===== config.mk =====
export PLATFORM = sky130hd
export DESIGN_NAME = conv_line_sequencer
export DESIGN_NICKNAME = d
export VERILOG_FILES = /design/src/rtl/conv_line_sequencer.sv
export SDC_FILE = /design/constraint.sdc
export NUM_CORES = 1
export LEC_CHECK = 0
export ABC_AREA = 1
export BUFFER_PORTS_ARGS = -buffer_cell sky130_fd_sc_hd__buf_2
export CAP_MARGIN = 20
export CORE_ASPECT_RATIO = 1.4
export CORE_MARGIN = 3
export CORE_UTILIZATION = 55
export DETAILED_ROUTE_END_ITERATION = 6
export PLACE_DENSITY_LB_ADDON = 0.12
export SYNTH_ARGS = -nofsm -noshare
export SYNTH_HDL_FRONTEND = slang
export SYNTH_SLANG_ARGS = --single-unit

===== constraint.sdc =====
create_clock -name lcd_pclk -period 1.8 [get_ports lcd_pclk]
set_input_delay 0.18 -clock lcd_pclk [delete_from_list [all_inputs] [get_ports lcd_pclk]]
set_output_delay 0.18 -clock lcd_pclk [all_outputs]
set_load 0.05 [all_outputs]

===== src/rtl/conv_line_sequencer.sv =====
// Purpose : frame-level sequencer for the 3x3 window filter (ROM fetch, line-buffer FIFOs, window stage).
// Latency : buf_wr_en/buf_rd_en follow the ROM fetch by 1 cycle, win_valid follows buf_rd_en by 1 cycle.
// Backpr. : none on the strobes; stalls only in WAIT_BUSY (fifo_rst_busy) and LINE_WAIT (line_start).
//
// Ports:
//   lcd_pclk, rst_n        clock, asynchronous active-low reset
//   frame_start            pulse: start a frame, or abort and restart one in progress
//   line_start             pulse: request one output row (valid only in LINE_WAIT)
//   fifo_rst_busy          line-buffer FIFO still busy after its reset
//   rom_addr               ROM address (ROM data arrives one cycle later)
//   buf_wr_en, buf_rd_en   line-buffer write / read-all strobes, aligned to ROM data
//   win_valid              window stage valid, one cycle after buf_rd_en
//   fifo_rst_n             line-buffer FIFO reset, active-low
//   out_row                current output row 0..PIC_HEIGHT-3
//   busy, frame_done       not-idle flag, end-of-frame pulse
//   err_overrun            sticky: line_start arrived when no row could be accepted
module conv_line_sequencer #(
    parameter int PIC_WIDTH  = 250,
    parameter int PIC_HEIGHT = 250,
    parameter int ADDR_W     = 16,
    parameter int RST_CYCLES = 8
) (
    input  logic              lcd_pclk,
    input  logic              rst_n,
    input  logic              frame_start,
    input  logic              line_start,
    input  logic              fifo_rst_busy,
    output logic [ADDR_W-1:0] rom_addr,
    output logic              buf_wr_en,
    output logic              buf_rd_en,
    output logic              win_valid,
    output logic              fifo_rst_n,
    output logic [10:0]       out_row,
    output logic              busy,
    output logic              frame_done,
    output logic              err_overrun
);

    localparam int CNT_W = $clog2(2 * PIC_WIDTH + RST_CYCLES);

    localparam logic [CNT_W-1:0] RST_LAST  = CNT_W'(RST_CYCLES - 1);
    localparam logic [CNT_W-1:0] PRE_LAST  = CNT_W'(2 * PIC_WIDTH - 1);
    localparam logic [CNT_W-1:0] LINE_LAST = CNT_W'(PIC_WIDTH - 1);
    localparam logic [CNT_W-1:0] DONE_LAST = CNT_W'(1);
    localparam logic [10:0]      LAST_ROW  = 11'(PIC_HEIGHT - 3);

    typedef enum logic [2:0] {
        IDLE,
        FLUSH,
        WAIT_BUSY,
        PREFILL,
        LINE_WAIT,
        LINE,
        DONE
    } state_t;

    state_t           state;
    logic [CNT_W-1:0] cnt;

    logic fetch;
    logic fetch_line;
    logic last_row;
    logic req_err;

    always_comb begin
        fetch      = (state == PREFILL) || (state == LINE);
        fetch_line = (state == LINE);
        last_row   = (out_row == LAST_ROW);
        // line_start is only meaningful in LINE_WAIT; IDLE silently ignores it
        req_err    = line_start && (state != IDLE) && (state != LINE_WAIT);
    end

    always_ff @(posedge lcd_pclk or negedge rst_n) begin
        if (!rst_n) begin
            state       <= IDLE;
            cnt         <= '0;
            rom_addr    <= '0;
            buf_wr_en   <= 1'b0;
            buf_rd_en   <= 1'b0;
            win_valid   <= 1'b0;
            fifo_rst_n  <= 1'b1;
            out_row     <= '0;
            busy        <= 1'b0;
            frame_done  <= 1'b0;
            err_overrun <= 1'b0;
        end else begin
            frame_done <= 1'b0;

            // frame_start beats a simultaneous line_start
            if (frame_start) begin
                err_overrun <= 1'b0;
            end else if (req_err) begin
                err_overrun <= 1'b1;
            end

            if (frame_start) begin
                // start or abort: flush the strobe pipeline so nothing stray reaches the buffers
                state      <= FLUSH;
                cnt        <= '0;
                fifo_rst_n <= 1'b0;
                rom_addr   <= '0;
                out_row    <= '0;
                busy       <= 1'b1;
                buf_wr_en  <= 1'b0;
                buf_rd_en  <= 1'b0;
                win_valid  <= 1'b0;
            end else begin
                // strobes trail the fetch and keep draining across state changes
                buf_wr_en <= fetch;
                buf_rd_en <= fetch_line;
                win_valid <= buf_rd_en;

                case (state)
                    IDLE: begin
                        cnt <= '0;
                    end
                    FLUSH: begin
                        if (cnt == RST_LAST) begin
                            fifo_rst_n <= 1'b1;
                            cnt        <= '0;
                            state      <= WAIT_BUSY;
                        end else begin
                            cnt <= cnt + 1'b1;
                        end
                    end
                    WAIT_BUSY: begin
                        if (!fifo_rst_busy) begin
                            cnt   <= '0;
                            state <= PREFILL;
                        end
                    end
                    PREFILL: begin
                        rom_addr <= rom_addr + 1'b1;
                        if (cnt == PRE_LAST) begin
                            cnt   <= '0;
                            state <= LINE_WAIT;
                        end else begin
                            cnt <= cnt + 1'b1;
                        end
                    end
                    LINE_WAIT: begin
                        if (line_start) begin
                            cnt   <= '0;
                            state <= LINE;
                        end
                    end
                    LINE: begin
                        if (cnt == LINE_LAST) begin
                            cnt <= '0;
                            if (last_row) begin
                                // hold the final address so rom_addr never passes W*H-1
                                state <= DONE;
                            end else begin
                                rom_addr <= rom_addr + 1'b1;
                                out_row  <= out_row + 11'd1;
                                state    <= LINE_WAIT;
                            end
                        end else begin
                            rom_addr <= rom_addr + 1'b1;
                            cnt      <= cnt + 1'b1;
                        end
                    end
                    DONE: begin
                        // two cycles lets the last buf_wr_en/buf_rd_en/win_valid leave the pipe
                        if (cnt == DONE_LAST) begin
                            frame_done <= 1'b1;
                            out_row    <= '0;
                            rom_addr   <= '0;
                            busy       <= 1'b0;
                            cnt        <= '0;
                            state      <= IDLE;
                        end else begin
                            cnt <= cnt + 1'b1;
                        end
                    end
                    default: begin
                        state <= IDLE;
                    end
                endcase
            end
        end
    end

endmodule

# Word-level counts from Yosys, hierarchy flattened
# Cells that the tools add are included.
dict set report totals {
  reg_bits 46
  wordCells 95
  input_bits 5
}
dict set report classes {
  addsub 3
  n_reduce_logical 19
  mux 41
  eq_ne 21
}
# op n
set ops {}
lappend ops {{16-bit two-way mux} 4}
lappend ops {{9-bit two-way mux} 7}
lappend ops {{9-bit one-hot mux with 7 select lines} 1}
lappend ops {{16-bit one-hot mux with 3 select lines} 1}
lappend ops {{11-bit two-way mux} 4}
lappend ops {{11-bit one-hot mux with 2 select lines} 1}
lappend ops {{3-bit two-way mux} 7}
lappend ops {{3-bit one-hot mux with 7 select lines} 1}
lappend ops {{3-bit inequality test, second input constant} 6}
lappend ops {{16-bit by 1-bit adder with 16-bit output, second input constant} 1}
lappend ops {{1-bit two-way mux} 14}
lappend ops {{11-bit by 1-bit adder with 11-bit output, second input constant} 1}
lappend ops {{11-bit by 8-bit equality test with 1-bit output, second input constant} 1}
lappend ops {{2-bit nonzero test} 5}
lappend ops {{9-bit by 1-bit adder with 9-bit output, second input constant} 1}
lappend ops {{3-bit equality test, second input constant} 3}
lappend ops {{9-bit by 1-bit equality test with 1-bit output, second input constant} 1}
lappend ops {{9-bit by 3-bit equality test with 1-bit output, second input constant} 1}
lappend ops {{9-bit by 8-bit equality test with 1-bit output, second input constant} 1}
lappend ops {{9-bit equality test, second input constant} 1}
lappend ops {{8-bit nonzero test} 1}
lappend ops {{7-bit AND reduction} 1}
lappend ops {{3-bit by 2-bit equality test with 1-bit output, second input constant} 2}
lappend ops {{3-bit by 2-bit inequality test with 1-bit output, second input constant} 2}
lappend ops {{12 further kinds} 16}

# Logic depth before layout (Yosys ltp)
# Gate-level depths: netlist of the first run.
dict set report logic_depth {
  word_depth 5
  ltp_mapped 12
  ltp_nobuf 11
}

# Worst setup path before layout of the first run
# No wires, ideal clock.
dict set report synth_timing {
  kind {register to register}
  startpoint {register out_row[0]}
  endpoint {register rom_addr[5]}
  required_time_ps 1717
  path_buffers 1
  slack_ps -130
  path_stages_with_launch 11
  period_less_slack_ps 1930
  arrival_time_ps 1847
  cell_sequence {dfrtp_1 ha_1 inv_1 nor2_1 nand3_2 nor2_4 nand2_2 nand3_4 buf_6 nand2_1 o21ai_0}
}
dict set report synth_between {
  elab_chain_cells 3
}
# item line_no
set synth_lines {}
lappend synth_lines {{start, declared} 33} ;# output logic [10:0] out_row,
lappend synth_lines {{start signal, assigned} 155} ;# out_row <= out_row + 11'd1;
lappend synth_lines {{11-bit by 8-bit equality test with 1-bit output} 68} ;# last_row = (out_row == LAST_ROW);
lappend synth_lines {{4-bit inequality test (no source line)} --}
lappend synth_lines {{3-bit AND reduction (no source line)} --}
lappend synth_lines {{end signal, assigned} 133} ;# rom_addr <= rom_addr + 1'b1;
lappend synth_lines {{end signal, assigned} 154} ;# rom_addr <= rom_addr + 1'b1;
lappend synth_lines {{end signal, assigned} 159} ;# rom_addr <= rom_addr + 1'b1;
lappend synth_lines {{end, declared} 28} ;# output logic [ADDR_W-1:0] rom_addr,
# Every way passes these cells.
# A chain may end at the register's enable or synchronous reset.

# Worst setup path after layout of the first run
dict set report layout_timing {
  startpoint {register state[1]}
  endpoint {register rom_addr[4]}
}
dict set report layout_between {
  elab_chain_cells 3
  elab_cells_between_ends 9
  cone_classes {5 x eq/ne; 2 x mux; 2 x reduce/logical}
}
# item line_no
set layout_lines {}
lappend layout_lines {{start, declared} 57} ;# state_t state;
lappend layout_lines {{start signal, assigned} 75} ;# state <= IDLE;
lappend layout_lines {{start signal, assigned} 98} ;# state <= FLUSH;
lappend layout_lines {{start signal, assigned} 121} ;# state <= WAIT_BUSY;
lappend layout_lines {{3-bit equality test or 3-bit by 2-bit equality test with 1-bit output (tied branches)} 113} ;# case (state)
lappend layout_lines {{4-bit inequality test (no source line), or another cell as far along} --}
lappend layout_lines {{3-bit AND reduction (no source line) or 16-bit two-way mux (tied branches)} --}
# Parallel ways exist; a longest one is shown, timed or not.

==> reports/qor.yml, run 1 <==
syn-num-nets: 473
irDropWorstVdd_uv: 444
fin_area_mm2: 0.00369
final_cells: 582
p_per_area_mw_per_mm2: 805
status: "complete, no violations"
worstPathCellList: "nand2_2, nor2_2, nor2_1, nand2_2, nand2_1, a21oi_2, nand2_1, o21ai_0"
cellLeakagePower_nw: 1.84
clk_pin_slew_ps: 80
worstSkewPairLatency_ps: 300
start_util_pct: 57.7
ys_seq_area_share_pct: 35.6
fillCellCount: 509
dpl.cell_count: 571
crit_path_top_delay_cell: "dfrtp_1"
maxCapViolCount: 0
synth_top_area_share_pct: 34.8
avgViaCountPerCell: 5.43
grt_max_degree: 28
grt_pass1_vias: 2945
ioPinCount: 39
finalHoldViolCount: 0
critical_path_arrival_ps: 1900
period_minus_slack_ps: 1690
diodes: 0
drt_wl_total_um: 7880
drt-initial-drc-count: 235
synth.distinct_cells: 34
worst_pin_slew_ps: 565
root_buffer: "clkbuf_8"
cts_max_path_buffers: 2
cts_buffers: 5
worstPathMaxFanout: 5
postSynthAreaPerCell_um2: 7.00
htree_levels: 2
num_rows: 32
drtPass1Iterations: 4
num_vias: 3160
antenna_found_initial: 0
dieArea_mm2: 0.00685
synthToLayoutAreaGrowth_pct: 14.2
synth-warning-count: 0
synthCells: 462
drive_above_1_share_pct: 20.6
grtUsageTotal_pct: 23.5
wl_per_cell_um: 13.5
portBuffers: 38
fp.dieW_um: 70.8
max_stage_delay_ps: 480
drc_errors: 0
critPathRequiredTime_ps: 2010
yosysTopAreaCell: "dfrtp_1"
ys_seq_elements: 46
setup_tns_ps: 0
dp_hpwl_um: 5890
path_class: "flop to flop"
relSlewSlack_pct: 62.3
finalMaxSlewViolations: 0
ant_nets: 0
period_share_pct: 93.7
start_kind: "flop"
syn_area_mm2: 0.00323
dpl_cell_area_mm2: 0.00355
finClkSkew_ps: 14.4
grt_first_pass_wirelength_um: 13400
grt-ovfl-total: 0
p_total_mw: 2.97
core-area_mm2: 0.00561
clock-sinks: 46
end_kind: "flop"
setup_violations: 0
place_congestion: 0.927
hold_path.class: "input pin to flop"
cts_tree: "done"
final_nets: 524
die_height_um: 96.7
synth.area.top_cells: "dfrtp_1 35%, nand2_1 16%, nand3_1 6.0%"
max_freq_mhz: 593
cells by family after synthesis:
kind of cell | after synthesis | share of synthesized area, %
XOR/XNOR | 4 | 1.08
buffers and inverters | 69 | 9.75
AND/OR/NAND/NOR | 285 | 41.9
AO/OA/AOI/OAI | 52 | 9.33
adder cells (fa/ha/maj) | 6 | 2.32
flip-flops | 46 | 35.6
sequential cells by signal (all words and copies together) (netlist names):
name	flops
err_overrun	1
frame_done	1
state	3
buf_rd_en	1
busy	1
buf_wr_en	1
fifo_rst_n	1
out_row	11
rom_addr	16
win_valid	1
cnt	9
worst paths after layout:
check                         endpoint  depth (start not counted)  slack, ps        from
max                        rom_addr[4]                          8        110    state[1]
min                        err_overrun                          3        130  line_start
max reg2reg                rom_addr[4]                          8        110    state[1]
min reg2reg                  win_valid                          2        490   buf_rd_en
max in group asynchronous   fifo_rst_n                          3        810       rst_n
min in group asynchronous  rom_addr[6]                          2        400       rst_n
area by class of cell:
class / instances / area [µm²] / area share [%]
Clock buffer: 7 / 86.3 / 2.34
Multi-Input combinational cell: 348 / 1790 / 48.6
Inverter: 57 / 216 / 5.86
Clock inverter: 1 / 5.00 / 0.136
Sequential cell: 46 / 1160 / 31.3
Tap cell: 68 / 85.1 / 2.31
Timing Repair Buffer: 55 / 349 / 9.46
report_power, final:
part	switching (mW)	internal (mW)	total (mW)
clock	0.342	0.310	0.652
sequential	0.106	1.11	1.22
combinational	0.763	0.341	1.10
critical path, delay by kind of cell (launching register included):
| kind | cells | cell delay, ps |
|---|---|---|
| AND/OR/NAND/NOR | 6 | 840 |
| flip-flops | 1 | 480 |
| AO/OA/AOI/OAI | 2 | 290 |
metrics by stage:
step                util, %  setup WS, ps  hold slack (ps)
finish                 65.8           113              135
detailed placement     63.3          37.7              203
CTS                    65.1          19.3              128
floorplan                 -          44.4             -116
global route           65.8         -10.4              149
global placement       63.3           140              197
timing repair:
item,in CTS,in global routing
buffers inserted,0,1
endpoints found under the hold margin,22,0
setup endpoints to repair,0,20
resized for setup,0,7
hold buffers,1,0
cell usage after synthesis (all sizes together):
cell type,n
xor2,4
buf,12
a21oi,9
a31oi,1
nand2,146
ha,6
dfrtp,45
a21o,1
dfstp,1
o21ai,28
nand3,43
nor2,52
o211ai,1
inv,57
or2,2
nor3b,1
nor3,12
o2111ai,1
nand4,29
o21bai,11
placed cells by master, fill, tap and decap left out, types with 4 or more instances in the layout:
cell type,instances
clkbuf_8,6
xor2_1,4
nor3_1,10
nand3_4,4
nand4_1,29
buf_4,13
nor2_2,6
nand3_1,39
dfrtp_1,42
a21oi_1,8
inv_2,8
nor2_1,43
nand2_1,134
ha_1,5
o21ai_0,19
o21bai_1,11
o21ai_1,9
nand2_2,9
inv_1,48
buf_2,38
per-layer routing:
metal  track usage [%]  vias to the layer above  share of wire, %
met5                 0                        -                 0
met4              8.54                        0               2.2
met3              2.81                       13               2.9
met2              42.2                       60                54
met1              28.2                     1477                41
li1                  -                     1610                 -
(Power assumes the default switching activity.)
==> inputs of run 2 (changes only) <==
- ABC_AREA: 1 -> unset
==> run 2 against run 1 <==
  * The flow now finishes with violations (setup timing)
  * Combinational power rose by 45%
  * Register-to-register slack got worse by 520 ps
  * Critical path depth rose by 1
  * Synthesized cell count fell by 34%
  * Worst hold slack improved by 8.3 ps
  * Count of clock-buffer cells in the layout fell by 2
  * Fmax fell by 24%
  * Global-route usage rose by 5.5 points
  * Core utilization rose by 24 points
  * Largest cell class unchanged
  * Largest power group is now combinational cells
==> reports/qor.yml, run 2 <==
p_per_area_mw_per_mm2: 830  # +3.1%
clk_pin_slew_ps: 80  # about the same
largest_reg_flops: 16  # unchanged
final_common_cell: "buf_4"
synth.area.top_cells: "dfrtp_1 41%, o21ai_0 5.4%, nand2_1 4.1%"
wl_per_cell_um: 22.2  # +64%
setup_violations: 40  # +40
fin_area_mm2: 0.00420  # +14%
net-switching-power_mw: 1.41  # +16%
drive_above_1_share_pct: 51.4  # +31 points
synth_simple_gate_area_share_pct: 27.8  # -14 points
period_minus_slack_ps: 2210  # +520 ps
setup_ws_ps: -407  # -520 ps
dominantRegCellSynth: "dfrtp_1"
worstSkewPairLatency_ps: 330  # +30 ps
path_class: "flop to flop"
place_congestion: 0.933  # +0.70%
ant_nets: 0  # unchanged
dieArea_mm2: 0.00591  # -14%
p_total_mw: 3.49  # +17%
grt_pass1_vias: 2879  # -2.2%
pwr-share-comb_pct: 46.0  # +8.8 points
root_buffer: "clkbuf_8"
drc_errors: 0  # unchanged
ys_seq_area_share_pct: 41.8  # +6.1 points
cts_tree: "done"
finalMaxSlewViolations: 0  # unchanged
die_height_um: 89.8  # -7.2%
postSynthAreaPerCell_um2: 9.01  # +29%
worst_pin_slew_ps: 520  # -45.0 ps
regMostFlops: "rom_addr"
final_nets: 431  # -18%
end_kind: "flop"
status: "finished, violations left"
synth_top_area_share_pct: 40.8  # +6.0 points
synthCells: 306  # -34%
synth_commonest_cells: "45 x dfrtp_1, 30 x nand2_1, 30 x o21ai_0"
grt-ovfl-total: 0  # unchanged
ioPinCount: 39  # unchanged
clock_power_share_pct: 18.3  # -3.7 points
grt_max_degree: 28  # unchanged
synthAdderAreaFrac_pct: 2.72  # +0.40 points
core-area_mm2: 0.00468  # -16%
fin_util_pct: 89.8  # +24 points
seqPwrFrac_pct: 35.8  # -5.1 points
synth-warning-count: 0  # unchanged
reg_top3: "rom_addr (16), out_row (11), cnt (9)"
hold_path.class: "input pin to flop"
portBuffers: 38  # unchanged
drtPass1Iterations: 5  # +1
worstPathMaxFanout: 5  # unchanged
syn_area_mm2: 0.00276  # -15%
maxCapViolCount: 0  # unchanged
violations: "setup timing"
dpl_cell_area_mm2: 0.00357  # +0.63%
num_vias: 3342  # +5.8%
cts_max_path_buffers: 2  # unchanged
synth_top_family_by_area: "simple AND/OR/NAND/NOR gates"
layout_common_cells: "63 x buf_4, 40 x buf_2, 29 x dfrtp_1"
relSlewSlack_pct: 65.3  # +3.0 points
async_reset_ff_share_pct: 100  # unchanged
start_kind: "flop"
avgViaCountPerCell: 6.93  # +28%
htree_levels: 2  # unchanged
setup_tns_ps: -8410  # -8410 ps
synth.distinct_cells: 60  # +76%
drt-initial-drc-count: 524  # +120%
yosysTopAreaCell: "dfrtp_1"
diodes: 0  # unchanged
period_share_pct: 123  # +29 points
finClkSkew_ps: 16.0  # +1.61 ps
fp.dieW_um: 65.8  # -7.0%
grtUsageTotal_pct: 29.0  # +5.5 points
clock-sinks: 46  # unchanged
synth-compound-area-share_pct: 23.8  # +14 points
syn-num-nets: 317  # -33%
grt_first_pass_wirelength_um: 13800  # +2.8%
finalHoldViolCount: 0  # unchanged
num_rows: 29  # -9.4%
start_util_pct: 58.9  # +1.2 points
p_int_mw: 2.08  # +18%
yosysMostFrequentCell: "dfrtp_1"
irDropWorstVdd_uv: 838  # +88%
critical_path_arrival_ps: 2410  # +510 ps
cts_buffers: 5  # unchanged
antenna_found_initial: 0  # unchanged
drt_wl_total_um: 10700  # +36%
swShare_pct: 40.4  # -0.34 points
synthToLayoutAreaGrowth_pct: 52.4
critPathRequiredTime_ps: 2010  # about the same
synth_xor_area_share_pct: 0.318  # -0.77 points
rsz0062_at_grt: "true"
synth_edf_count: 0  # unchanged
ys_seq_elements: 46  # unchanged
synth_mux_area_share_pct: 1.13  # +1.1 points
cellLeakagePower_nw: 1.84  # about the same
dp_hpwl_um: 5500  # -6.6%
max_freq_mhz: 453  # -24%
[run 2: metrics by stage]
| step | setup WS [ps] | hold WS (ps) | std cells |
|---|---|---|---|
| floorplan | -190 | -116 | 306 |
| global placement | -218 | 156 | 451 |
| detailed placement | -326 | 169 | 451 |
| CTS | -281 | 155 | 476 |
| global route | -465 | 148 | 482 |
| finish | -407 | 143 | 482 |
[run 2: critical path, stage by stage, from the launching register on]
cell	delay (ps)
dfrtp_1	430
inv_2	60
ha_2	180
nor4b_4	210
buf_4	190
a21oi_1	120
o41ai_4	330
buf_2	240
o22ai_1	100
a22o_2	220
[run 2: cell type report]
cell class | count | area, µm²
multi-input cells | 244 | 1950
repair buffers | 118 | 905
clock inverters | 2 | 10.0
flip-flops and latches | 46 | 1170
fillers | 185 | 479
inverters | 5 | 18.8
well taps | 62 | 77.6
clock buffers | 5 | 68.8
[run 2: cell families after synthesis]
| kind of cell | count (synthesis) |
|---|---|
| xor gates and xnor gates | 1 |
| AOI/OAI and AO/OA | 98 |
| and+or+nand+nor | 136 |
| muxes | 3 |
| adders and majority gates | 6 |
| buffers and inverters | 16 |
| DFF | 46 |
[run 2: power by group through the flow]
stage	sequential (mW)	combinational, mW	clock [mW]
after detailed placement	1.26	1.12	0
after global routing	1.26	1.66	0.691
final	1.25	1.60	0.637
after global placement	1.25	1.08	0
after floorplan	1.40	0.572	0
after CTS	1.23	1.36	0.616
[run 2: final timing paths]
path | from | end | slack, ps | cells past startpoint
worst max-delay path | cnt[1] | cnt[2] | -410 | 9
worst min-delay path | line_start | err_overrun | 140 | 3
worst max register to register | cnt[1] | cnt[2] | -410 | 9
worst min register to register | buf_rd_en | win_valid | 510 | 1
max in group asynchronous | rst_n | fifo_rst_n | 840 | 3
min in group asynchronous | rst_n | rom_addr[4] | 350 | 2
[run 2: metal layers]
layer	vias to the layer above	share of wire, %	global-route usage [%]
met5	-	0	0
met3	87	8.2	4.36
met2	257	50	49.2
met4	0	7.3	11.2
li1	1399	-	-
met1	1599	35	36.3
[run 2: timing repair]
item / CTS / global route
resized for setup: 53 / 46
pin swaps: 11 / 17
hold buffers: 1 / 0
buffers inserted: 16 / 5
gates cloned: 1 / 2
endpoints found under the setup margin: 39 / 40
hold endpoints to repair: 19 / 0
